<file path="src/rtl/score_latch_hs_if.sv">
// Score latch / high-score table bus.
// Groups the mode, live score and readback index (driven by the master)
// with the displayed score, table readback and status flags (driven by the
// score_latch_hs block, which uses the slave modport).
//   select     : 00 PLAY, 01 GAME_OVER, 10 HOLD, 11 CLEAR
//   binary_in  : live score
//   table_idx  : table entry selected for readback
//   latch_out  : registered displayed score
//   high_score : table entry 0
//   table_out  : table[table_idx], 0 when the index is past the table
//   busy       : insertion scan in progress
//   new_record : one-cycle pulse when entry 0 is written
interface score_latch_hs_if #(
  parameter int unsigned WIDTH = 32,
  parameter int unsigned DEPTH = 4
);
  localparam int unsigned IDX_W = $clog2(DEPTH);

  logic [1:0]       select;
  logic [WIDTH-1:0] binary_in;
  logic [IDX_W-1:0] table_idx;
  logic [WIDTH-1:0] latch_out;
  logic [WIDTH-1:0] high_score;
  logic [WIDTH-1:0] table_out;
  logic             busy;
  logic             new_record;

  modport master (
    output select, binary_in, table_idx,
    input  latch_out, high_score, table_out, busy, new_record
  );

  modport slave (
    input  select, binary_in, table_idx,
    output latch_out, high_score, table_out, busy, new_record
  );
endinterface

</file>
<file path="src/rtl/score_latch_hs.sv">
// Score display latch with a sorted (descending) high-score table.
// A GAME_OVER entry captures the live score and an FSM scans the table one
// entry per cycle, then shifts the lower entries down and inserts the score.
// Ports:
//   clk   : single clock, rising edge
//   reset : synchronous, active-high
//   bus   : score_latch_hs_if slave modport (mode, score, readback, status)
module score_latch_hs #(
  parameter int unsigned WIDTH = 32,
  parameter int unsigned DEPTH = 4
) (
  input logic             clk,
  input logic             reset,
  score_latch_hs_if.slave bus
);

  localparam int unsigned IDX_W = $clog2(DEPTH);
  localparam int unsigned RD_N  = 1 << IDX_W;

  localparam logic [1:0] SEL_PLAY  = 2'b00;
  localparam logic [1:0] SEL_OVER  = 2'b01;
  localparam logic [1:0] SEL_CLEAR = 2'b11;

  typedef enum logic [1:0] {
    ST_IDLE  = 2'd0,
    ST_SCAN  = 2'd1,
    ST_WRITE = 2'd2
  } state_e;

  state_e           state_q, state_d;
  logic [1:0]       prev_sel_q;
  logic [WIDTH-1:0] latch_q, latch_d;
  logic [WIDTH-1:0] cap_q, cap_d;
  logic [WIDTH-1:0] tbl_q [DEPTH];
  logic [WIDTH-1:0] tbl_d [DEPTH];
  logic [IDX_W-1:0] k_q, k_d;
  logic [IDX_W-1:0] p_q, p_d;
  logic             busy_q, busy_d;
  logic             nrec_q, nrec_d;
  logic             over_entry;

  // A GAME_OVER entry is a rising edge of select==01, including 11->01 / 10->01.
  assign over_entry = (bus.select == SEL_OVER) && (prev_sel_q != SEL_OVER);

  // Next-state: display latch, insertion FSM, table update, CLEAR override.
  always_comb begin
    state_d = state_q;
    latch_d = latch_q;
    cap_d   = cap_q;
    tbl_d   = tbl_q;
    k_d     = k_q;
    p_d     = p_q;
    nrec_d  = 1'b0;

    if (bus.select == SEL_PLAY) begin
      latch_d = bus.binary_in;
    end else if (over_entry) begin
      latch_d = bus.binary_in;
    end

    case (state_q)
      ST_IDLE: begin
        if (over_entry) begin
          cap_d   = bus.binary_in;
          k_d     = '0;
          state_d = ST_SCAN;
        end
      end
      ST_SCAN: begin
        // Strict compare so ties never displace an existing entry.
        if (cap_q > tbl_q[k_q]) begin
          p_d     = k_q;
          state_d = ST_WRITE;
        end else if (k_q == IDX_W'(DEPTH - 1)) begin
          state_d = ST_IDLE;
        end else begin
          k_d = k_q + IDX_W'(1);
        end
      end
      ST_WRITE: begin
        // Shift entries below p down by one; the old last entry falls off.
        for (int i = 1; i < DEPTH; i++) begin
          if (IDX_W'(i) > p_q) begin
            tbl_d[i] = tbl_q[i-1];
          end
        end
        tbl_d[p_q] = cap_q;
        nrec_d     = (p_q == '0);
        state_d    = ST_IDLE;
      end
      default: state_d = ST_IDLE;
    endcase

    // CLEAR wipes the table and aborts any insertion; latch stays frozen.
    if (bus.select == SEL_CLEAR) begin
      for (int i = 0; i < DEPTH; i++) begin
        tbl_d[i] = '0;
      end
      state_d = ST_IDLE;
      nrec_d  = 1'b0;
    end

    // busy covers the scan phase; the write cycle is reported by the table itself.
    busy_d = (state_d == ST_SCAN);
  end

  // State registers.
  always_ff @(posedge clk) begin
    if (reset) begin
      state_q    <= ST_IDLE;
      prev_sel_q <= '0;
      latch_q    <= '0;
      cap_q      <= '0;
      k_q        <= '0;
      p_q        <= '0;
      busy_q     <= 1'b0;
      nrec_q     <= 1'b0;
      for (int i = 0; i < DEPTH; i++) begin
        tbl_q[i] <= '0;
      end
    end else begin
      state_q    <= state_d;
      prev_sel_q <= bus.select;
      latch_q    <= latch_d;
      cap_q      <= cap_d;
      k_q        <= k_d;
      p_q        <= p_d;
      busy_q     <= busy_d;
      nrec_q     <= nrec_d;
      for (int i = 0; i < DEPTH; i++) begin
        tbl_q[i] <= tbl_d[i];
      end
    end
  end

  // Readback array padded to the full index range; slots past the table read 0.
  logic [WIDTH-1:0] rd_arr [RD_N];
  for (genvar g = 0; g < RD_N; g++) begin : g_rd
    if (g < DEPTH) begin : g_ent
      assign rd_arr[g] = tbl_q[g];
    end else begin : g_pad
      assign rd_arr[g] = '0;
    end
  end

  assign bus.table_out  = rd_arr[bus.table_idx];
  assign bus.latch_out  = latch_q;
  assign bus.high_score = tbl_q[0];
  assign bus.busy       = busy_q;
  assign bus.new_record = nrec_q;

endmodule

</file>
<file path="src/flat_wrapper.sv">
// flat-port wrapper written by rule: the top's interface ports become plain ports
module score_latch_hs_flat 
#(
  parameter int unsigned WIDTH = 32,
  parameter int unsigned DEPTH = 4
)
  (clk, reset, bus_select, bus_binary_in, bus_table_idx, bus_latch_out, bus_high_score, bus_table_out, bus_busy, bus_new_record);
  score_latch_hs_if #(.WIDTH(WIDTH), .DEPTH(DEPTH)) bus_i ();
  input logic clk;
  input logic reset;
  input wire logic [$bits(bus_i.select)-1:0] bus_select;
  input wire logic [$bits(bus_i.binary_in)-1:0] bus_binary_in;
  input wire logic [$bits(bus_i.table_idx)-1:0] bus_table_idx;
  output wire logic [$bits(bus_i.latch_out)-1:0] bus_latch_out;
  output wire logic [$bits(bus_i.high_score)-1:0] bus_high_score;
  output wire logic [$bits(bus_i.table_out)-1:0] bus_table_out;
  output wire logic [$bits(bus_i.busy)-1:0] bus_busy;
  output wire logic [$bits(bus_i.new_record)-1:0] bus_new_record;
  assign bus_i.select = bus_select;
  assign bus_i.binary_in = bus_binary_in;
  assign bus_i.table_idx = bus_table_idx;
  assign bus_latch_out = bus_i.latch_out;
  assign bus_high_score = bus_i.high_score;
  assign bus_table_out = bus_i.table_out;
  assign bus_busy = bus_i.busy;
  assign bus_new_record = bus_i.new_record;
  score_latch_hs #(.WIDTH(WIDTH), .DEPTH(DEPTH)) u_core (.clk(clk), .reset(reset), .bus(bus_i));
endmodule
</file>
<file path="config.mk">
export PLATFORM = sky130hd
export DESIGN_NAME = score_latch_hs_flat
export DESIGN_NICKNAME = d
export VERILOG_FILES = /design/src/rtl/score_latch_hs_if.sv /design/src/rtl/score_latch_hs.sv /design/src/flat_wrapper.sv
export SDC_FILE = /design/constraint.sdc
export NUM_CORES = 1
export LEC_CHECK = 0
export BUFFER_PORTS_ARGS = -buffer_cell sky130_fd_sc_hd__buf_2
export CAP_MARGIN = 30
export CORE_MARGIN = 8
export CORE_UTILIZATION = 50
export DETAILED_ROUTE_END_ITERATION = 16
export PLACE_DENSITY = 0.73
export SLEW_MARGIN = 20
export SYNTH_ARGS = -nofsm -noshare
export SYNTH_HDL_FRONTEND = slang
export SYNTH_SLANG_ARGS = --single-unit
</file>
<file path="constraint.sdc">
create_clock -name clk -period 2.95 [get_ports clk]
set_input_delay 0.59 -clock clk [delete_from_list [all_inputs] [get_ports clk]]
set_output_delay 0.59 -clock clk [all_outputs]
set_load 0.005 [all_outputs]
</file>
==> summary.md <==
| Metric | Value |
|---|---|
| Flop-to-flop setup slack | 120 ps |
| Diode count | 0 |
| Die Width | 160.3 um |
| Num rows | 52 |
| R2R Path End | u_core.p_q[0] |
| GPL Wtd Cong | 0.8594 |
| Critical path type | register to register |
| Final hold violations | 0 |
| Hold slack | 327.9 ps |
| Hold_sp | bus_binary_in[1] |
| Min-Delay Endpoint | u_core.bus.latch_out[1] |
| Post-CTS setup buffer count | 0 |
| Vias per inst | 6.034 |
| Status | complete, no violations |
| Mapped Area | 10410 sq um |
| Filler instances | 1755 |
| Worst min path class | input port to register |
| Drt total wl | 29.92 mm |
| Slew Viols, Final | 0 |
| Initial antenna violation count | 0 |
| Nets | 1321 |
| Final min period | 2825 ps |
| Clk buf depth | 3 |
| CTS sink cnt | 202 |
| Drt first pass iters | 5 |
| Gr usage total | 0.2261 |
| Layout cells sized above 1 | 0.2247 |
| Slew margin rel. | 0.3278 |
| Unrepaired setup endpoints after global routing | false |
| Unique cell type count in the Yosys netlist | 40 |
| Worst Hold Path Cells | 3 |
| Max Cap Viol | 0 |
| GRT overflow | 0 |
| CTS tree | done |
| Max Fclk | 0.3540 GHz |
| Seq/Total Area, Yosys | 0.3883 |
| Yosys reg bits | 202 |
| Worst IR drop on VDD | 0.4276 mV |
| Fin crit share | 0.9577 |
| Core footprint | 20360 sq um |
| Yosys top cell by area | dfxtp_1 |
| Vias | 9256 |
| CP required | 3370 ps |
| R2R cell count | 10 |
| Place WS | 125.5 ps |
| CP arrival | 3250 ps |
| Fin worst setup slack | 124.9 ps |
| Final setup fails | 0 |
| Setup tns final | 0 ps |
| Setup Skew | 14.57 ps |
| Crit path max fanout | 10 |
| Die Span Y | 160.3 um |
| Vias in the first global route | 8971 |
| Synth Instances | 1192 |
| Initial Utilization | 0.5114 |
| EDFF count, synth | 0 |
| Placed cell count | 1495 |
| Synth warn | 0 |
| DRC | 0 |
| I/O Pins | 136 |
| Syn Nets | 1263 |
| Async SR Flop Fraction | 0 |
| Worst slew pin tran | 1006 ps |
| First-pass GRT wire length | 48.73 mm |
| Largest net degree at the start of global routing | 97 |
| Yosys top cell area share | 0.3883 |
| Die footprint | 25700 sq um |
| # H-tree levels | 1 |
| Post-DRT Antenna Nets | 0 |
| Most used DFF post-synth | dfxtp_1 |
| Routed WL per cell | 19.50 um |
| CP endpoint kind | register |
| Total CTS buffers | 22 |
| Clock root buffer | clkbuf_16 |
| Skew-Pair Late Insertion Delay | 510 ps |
| Clock slew at reported path FFs | 60 ps |
| P_leak | 4.264 nW |
| DP HPWL | 19.32 mm |
| Reg2reg start | u_core.k_q[1] |
| DRT iter0 DRCs | 671 |
| Synth-to-layout area growth | 14.86% |
| Crit start category | register |
| Mean Syn Cell Area | 8.736 sq um |
| Top cells by area, synth | dfxtp_1, mux4_2, nand2_1 |
| Non-filler cells, final | 1534 |
| # port buffers | 135 |
| Pwr Density | 535.6 nW/um^2 |
-- final cells by class --
type / count / area (sq um) / share of cell area
clock inverters: 5 / 75.07 / 0.006276
inverters: 33 / 123.9 / 0.01036
clock buffers: 33 / 694.4 / 0.05805
repair buffers: 166 / 1021 / 0.08536
flip-flops and latches: 202 / 4054 / 0.3389
well taps: 270 / 337.8 / 0.02824
multi-input cells: 825 / 5655 / 0.4728
-- cell usage after synthesis, drive strengths merged (5+ instances only) --
cell,number
a211oi,33
a21oi,146
a311oi,32
buf,73
clkbuf,59
dfxtp,202
ha,33
inv,33
mux2i,36
mux4,64
nand2,252
nand3,34
nand4,8
nor2,85
nor2b,5
nor4,5
o21ai,50
o22ai,18
-- sequential cells by signal, indices dropped and copies added, names as in the netlist --
signal / flops
u_core.bus.high_score: 32
u_core.prev_sel_q: 2
u_core.p_q: 2
u_core.k_q: 2
u_core.bus.new_record: 1
u_core.cap_q: 32
u_core.rd_arr: 96
u_core.state_q: 2
u_core.bus.latch_out: 32
u_core.bus.busy: 1
-- layout by cell type, fill, tap and decap left out, types with 3 or more instances in the layout --
cell type,instances
a211oi_1,33
nand3_1,34
a21oi_2,5
buf_4,22
a21oi_1,140
nor2_1,84
o22ai_1,18
inv_1,33
buf_12,7
mux4_2,64
clkbuf_16,25
mux2i_1,36
buf_2,135
clkinv_2,3
nor2b_1,4
nand4_1,7
nor4_1,3
clkbuf_1,3
clkbuf_8,6
nand2_1,251
dfxtp_1,198
ha_1,33
nor3_1,3
nand2b_1,4
o21ai_0,49
a311oi_1,32
-- worst max-delay path by stage --
stage	start	to	slack [ps]
4_1_cts	u_core.k_q[1]	u_core.p_q[0]	110
2_1_floorplan	u_core.k_q[0]	u_core.p_q[0]	90
6_report	u_core.k_q[1]	u_core.p_q[0]	120
5_1_grt	u_core.k_q[1]	u_core.p_q[0]	10
3_5_place_dp	u_core.k_q[1]	u_core.p_q[0]	130
3_3_place_gp	u_core.k_q[1]	u_core.p_q[1]	270
-- logic make-up (layout without fill, tap and decap cells) --
logic type | Yosys count | after routing | share of synthesized area
DFF | 202 | 202 | 0.3883
AOI/OAI and AO/OA | 291 | 291 | 0.1664
muxes | 100 | 100 | 0.1730
and+or+nand+nor | 401 | 401 | 0.1580
adders and majority gates | 33 | 33 | 0.03965
buffers and inverters | 165 | 237 | 0.07461
-- per-stage QoR --
stage            util  power, mW  instance area, sq um
2_1_floorplan       -      3.317                 10410
3_3_place_gp   0.5474      3.528                 11150
3_5_place_dp   0.5474      3.544                 11150
4_1_cts        0.5852      6.447                 11920
5_1_grt        0.5874      6.635                 11960
6_report       0.5874      6.407                 11960
-- power by group --
group / internal (mW) / switching, mW
Sequential: 2.81 / 0.0957
Clock: 1.79 / 1.12
Combinational: 0.237 / 0.353
-- layer usage --
metal	vias to the layer above	track usage	share of wire	wire, um
met5	-	0	0	0
met4	0	0.07137	0.019	557
met3	44	0.04627	0.095	2835
met2	449	0.3552	0.45	13610
met1	4437	0.3075	0.43	12920
li1	4326	-	-	-
-- what timing repair did --
action,4_1_cts,5_1_grt
setup endpoints to repair,0,2
hold buffers,0,0
gates resized for setup,0,5
-- worst max-delay path: stages (launching register included) --
cell	delay (ps)
dfxtp_4	390
buf_12	160
mux4_2	520
inv_1	90
ha_1	250
a21oi_2	140
o21ai_1	100
o2bb2ai_1	140
o41a_1	460
a21oi_2	250
mux2i_1	230
No activity file was read; power rests on OpenSTA's default activity.
